File: src/rtl/run_ctrl_pkg.sv
// run_ctrl_pkg: run controller state encoding and default parameter values
package run_ctrl_pkg;
  typedef enum logic [1:0] {IDLE, CLEAR, RUN, DONE} state_t;
  localparam int CW_DEF      = 16;
  localparam int MAX_CYC_DEF = 16'hFFFF;
  localparam int RST_CYC_DEF = 2;
endpackage

File: src/rtl/dm_port_mux.sv
// dm_port_mux: grant=1 routes host_{wr_en,addr,dat} to mem_*, grant=0 routes core_*; the other source is dropped
module dm_port_mux (
  input  logic       grant,
  input  logic       host_wr_en,
  input  logic [7:0] host_addr,
  input  logic [7:0] host_dat,
  input  logic       core_wr_en,
  input  logic [7:0] core_addr,
  input  logic [7:0] core_dat,
  output logic       mem_wr_en,
  output logic [7:0] mem_addr,
  output logic [7:0] mem_dat
);
  assign mem_wr_en = grant ? host_wr_en : core_wr_en;
  assign mem_addr  = grant ? host_addr  : core_addr;
  assign mem_dat   = grant ? host_dat   : core_dat;
endmodule

File: src/rtl/run_ctrl.sv
// run_ctrl: per-request core run sequencer (req/done four-phase, halt or watchdog stop, cycle count) with host/core dat_mem write mux
module run_ctrl
  import run_ctrl_pkg::*;
#(
  parameter int CW      = CW_DEF,
  parameter int MAX_CYC = MAX_CYC_DEF,
  parameter int RST_CYC = RST_CYC_DEF
) (
  input  logic          clk,
  input  logic          reset,
  input  logic          req,
  input  logic          halt,
  output logic          core_reset,
  output logic          core_en,
  output logic          done,
  output logic          timeout,
  output logic [CW-1:0] cycles,
  output logic          host_grant,
  input  logic          host_wr_en,
  input  logic [7:0]    host_addr,
  input  logic [7:0]    host_dat,
  input  logic          core_wr_en,
  input  logic [7:0]    core_addr,
  input  logic [7:0]    core_dat,
  output logic          mem_wr_en,
  output logic [7:0]    mem_addr,
  output logic [7:0]    mem_dat
);
  localparam int RW = $clog2(RST_CYC + 1);
  state_t state, next;
  logic [RW-1:0] rst_cnt;
  logic [CW-1:0] cyc_inc;
  logic wd;
  assign cyc_inc = cycles + 1'b1;
  assign wd = cyc_inc == CW'(MAX_CYC);
  always_ff @(posedge clk or posedge reset)
    if (reset) state <= IDLE;
    else state <= next;
  always_comb begin
    next = state;
    core_reset = 1'b0;
    core_en = 1'b0;
    done = 1'b0;
    host_grant = 1'b0;
    case (state)
      IDLE: begin
        core_reset = 1'b1;
        host_grant = 1'b1;
        next = req ? CLEAR : IDLE;
      end
      CLEAR: begin
        core_reset = 1'b1;
        next = (rst_cnt == RW'(RST_CYC - 1)) ? RUN : CLEAR;
      end
      RUN: begin
        core_en = 1'b1;
        next = (halt || wd) ? DONE : RUN;
      end
      DONE: begin
        done = 1'b1;
        host_grant = 1'b1;
        next = req ? DONE : IDLE;
      end
      default: next = IDLE;
    endcase
  end
  always_ff @(posedge clk or posedge reset)
    if (reset) begin
      cycles <= '0;
      timeout <= 1'b0;
      rst_cnt <= '0;
    end else if (state == IDLE && req) begin
      cycles <= '0;
      timeout <= 1'b0;
      rst_cnt <= '0;
    end else if (state == CLEAR) begin
      rst_cnt <= rst_cnt + 1'b1;
    end else if (state == RUN) begin
      cycles <= cyc_inc;
      timeout <= !halt && wd;
    end
  dm_port_mux u_mux (
    .grant      (host_grant),
    .host_wr_en (host_wr_en),
    .host_addr  (host_addr),
    .host_dat   (host_dat),
    .core_wr_en (core_wr_en),
    .core_addr  (core_addr),
    .core_dat   (core_dat),
    .mem_wr_en  (mem_wr_en),
    .mem_addr   (mem_addr),
    .mem_dat    (mem_dat)
  );
endmodule

File: config.mk
export PLATFORM = sky130hd
export DESIGN_NAME = run_ctrl
export DESIGN_NICKNAME = d
export VERILOG_FILES = /design/src/rtl/run_ctrl_pkg.sv /design/src/rtl/dm_port_mux.sv /design/src/rtl/run_ctrl.sv
export SDC_FILE = /design/constraint.sdc
export NUM_CORES = 1
export LEC_CHECK = 0
export BUFFER_PORTS_ARGS = -buffer_cell sky130_fd_sc_hd__buf_2
export CAP_MARGIN = 30
export CORE_UTILIZATION = 49
export DETAILED_ROUTE_END_ITERATION = 8
export PLACE_DENSITY_LB_ADDON = 0.2
export SLEW_MARGIN = 20
export SYNTH_ARGS = -nofsm -noshare
export SYNTH_HDL_FRONTEND = slang
export SYNTH_SLANG_ARGS = --single-unit
File: constraint.sdc
create_clock -name clk -period 3.4 [get_ports clk]
set_input_delay 0.68 -clock clk [delete_from_list [all_inputs] [get_ports clk]]
set_output_delay 0.68 -clock clk [all_outputs]
set_load 0.01 [all_outputs]
==> reports/metrics.yaml <==
synthesis:
  ys_seq_area_share_pct: 35.4
  synth_area_per_cell_um2: 9.45
  syn_nets: 202
  syn-instance-count: 157
  synth-main-ff-cell: "dfrtp_1"
  synth_area_mm2: 0.00148
  yosysWarnings: 0
  synth_enable_flop_cells: 0
  ys_ff_latch: 21
  synth_cell_types: 37
  async_flop_share_pct: 100
finish:
  final_cells: 260
  fillers: 246
  area_delta_synth_final_pct: 27.7
  diodes: 0
  fin_nets: 275
  final_util_pct: 67.5
  drive_gt1_share_pct: 45.0
grt:
  grt_pass1_vias: 1383
  grt_max_degree: 22
  antenna_found_initial: 0
  overflow: 0
  grt_usage_pct: 24.4
  grt_pass1_wl_um: 6270
power_and_ir_drop:
  power.density_mw_per_mm2: 519
  p_leak_uw: 0.000966
  ir_drop_uv: 529
detailed_routing:
  routed_wl_um: 3850
  antenna_left: 0
  drtIter0Drc: 37
  vias_per_cell: 5.39
  dr.pass1.iters: 6
  drc: 2
  wl_per_cell_um: 14.8
  num_vias: 1401
place:
  place_ws_ns: 0.990
  io_buffer_count: 75
  dp_cells: 256
  place.gp.congestion: 0.810
  hpwlAfterDp_um: 3010
die:
  pin_count: 76
  initial_core_util_pct: 52.9
  die_area_mm2: 0.00325
  num_rows: 19
  dieHeight_um: 57.0
  die-width_um: 57.0
  coreArea_mm2: 0.00281
clock_network:
  cts_resized: 0
  cts_tree: "built"
  clock_latency_ns: 0.32
  post_cts_buffers: 0
  cts_sinks: 21
  numCtsBuffers: 3
  cts_max_level: 1
  clockBufferDepth: 2
  path_clk_slew_ns: 0.13
  clockRootBuffer: "clkbuf_4"
  postCtsHoldBufs: 0
setup_path:
  crit_type: "reg -> out"
  worstPathArrival_ns: 2.11
  crit_fanout: 18
  cp_data_required_time_ns: 2.72
  critPathCaptureType: "primary output"
  cp-start-kind: "flop"
sta:
  period_needed_ns: 2.79
  fin_worst_skew_ns: 0.0115
  tightest_slew_ns: 0.809
  rsz0062_at_grt: "false"
  setup_tns_ns: 0
  relSlewSlack_pct: 46.0
  finalHoldViolCount: 0
  setup_ws_ns: 0.605
  max_freq_ghz: 0.358
  slew_viol_final: 0
  period_share_pct: 82.2
  finalSetupViolations: 0
  fin_hold_ws_ns: 0.491
hold_path:
  hold_class: "in -> async"
job:
  drv_cap: 0
run_status:
  violations: "design-rule violations"
  outcome: "finished with violations"
power by group:
part	leakage (uW)	internal [uW]	switching [uW]	total, uW
sequential	0.000287	276	24.3	300
clock	0.0000177	44.1	81.9	126
combinational	0.000661	272	285	557
total	0.000966	592	391	983
critical path, cell delays in order (launching register included):
cell,delay [ns]
dfrtp_1,0.41
inv_1,0.09
ha_1,0.74
mux2_2,0.41
buf_2,0.14
layer usage:
layer | vias up | wire [um] | global-route usage [%]
met5 | - | 0 | 0
met4 | 0 | 30 | 5.92
met3 | 5 | 138 | 4.76
met2 | 31 | 2030 | 44.0
met1 | 679 | 1650 | 29.8
li1 | 686 | - | -
worst paths after layout:
kind                            startpoint           to  slack [ns]  depth (start not counted)
worst min-delay path                 reset     state[0]        0.49                          2
max in group asynchronous            reset   cycles[12]        2.40                          2
min in group clk                   timeout      timeout        0.53                          2
worst min register to register     timeout      timeout        0.53                          2
worst max-delay path              state[0]  mem_addr[7]        0.61                          4
worst max register to register    state[0]   cycles[15]        1.16                          6
layout by cell type (no fill, tap or decap), types with 3 or more instances in the layout:
master | netlist | routed
nand4_1 | 4 | 4
clkbuf_4 | 0 | 3
nand2_1 | 7 | 7
xor2_1 | 11 | 11
nor3_1 | 3 | 3
dfrtp_1 | 21 | 21
ha_1 | 7 | 7
buf_2 | 1 | 75
nor2_1 | 23 | 23
nand3_1 | 7 | 7
mux2_2 | 18 | 18
inv_1 | 10 | 10
xnor2_1 | 9 | 9
state kept, by name (all words and copies together) (netlist names):
signal and count:
rst_cnt 2, cycles 16, timeout 1, state 2
synthesized netlist by cell type, types with 3 or more instances:
| library cell | n | area (um^2) |
|---|---|---|
| mux2_2 | 18 | 203 |
| dfrtp_1 | 21 | 526 |
| nand3_1 | 7 | 35.0 |
| nand4_1 | 4 | 25.0 |
| nor3_1 | 3 | 15.0 |
| nand2_1 | 7 | 26.3 |
| ha_1 | 7 | 87.6 |
| nor2_1 | 23 | 86.3 |
| xnor2_1 | 9 | 78.8 |
| xor2_1 | 11 | 96.3 |
| inv_1 | 10 | 37.5 |
| clkbuf_1 | 4 | 15.0 |
logic make-up after synthesis:
group | share of synthesized area [%]
AND/OR/NAND/NOR | 22.2
AO/OA/AOI/OAI | 6.41
adder cells (fa/ha/maj) | 5.90
XOR/XNOR | 11.8
flip-flops | 35.4
buffers and inverters | 4.64
multiplexers | 13.7
cell type report:
class                   count  area (um^2)  share of cell area [%]
clock buffers               3         22.5                    1.19
clock inverters             1         5.00                   0.264
inverters                  10         37.5                    1.98
multi-input cells         119          890                    47.0
flip-flops and latches     21          526                    27.7
well taps                  31         38.8                    2.05
repair buffers             75          375                    19.8
stage by stage:
| step | instance area (um^2) | total power, uW |
|---|---|---|
| 2_1_floorplan | 1480 | 685 |
| 3_3_place_gp | 1870 | 832 |
| 3_5_place_dp | 1870 | 859 |
| 4_1_cts | 1890 | 985 |
| 5_1_grt | 1890 | 1050 |
| 6_report | 1890 | 983 |
Note: power is estimated with default switching activity, not from simulation.
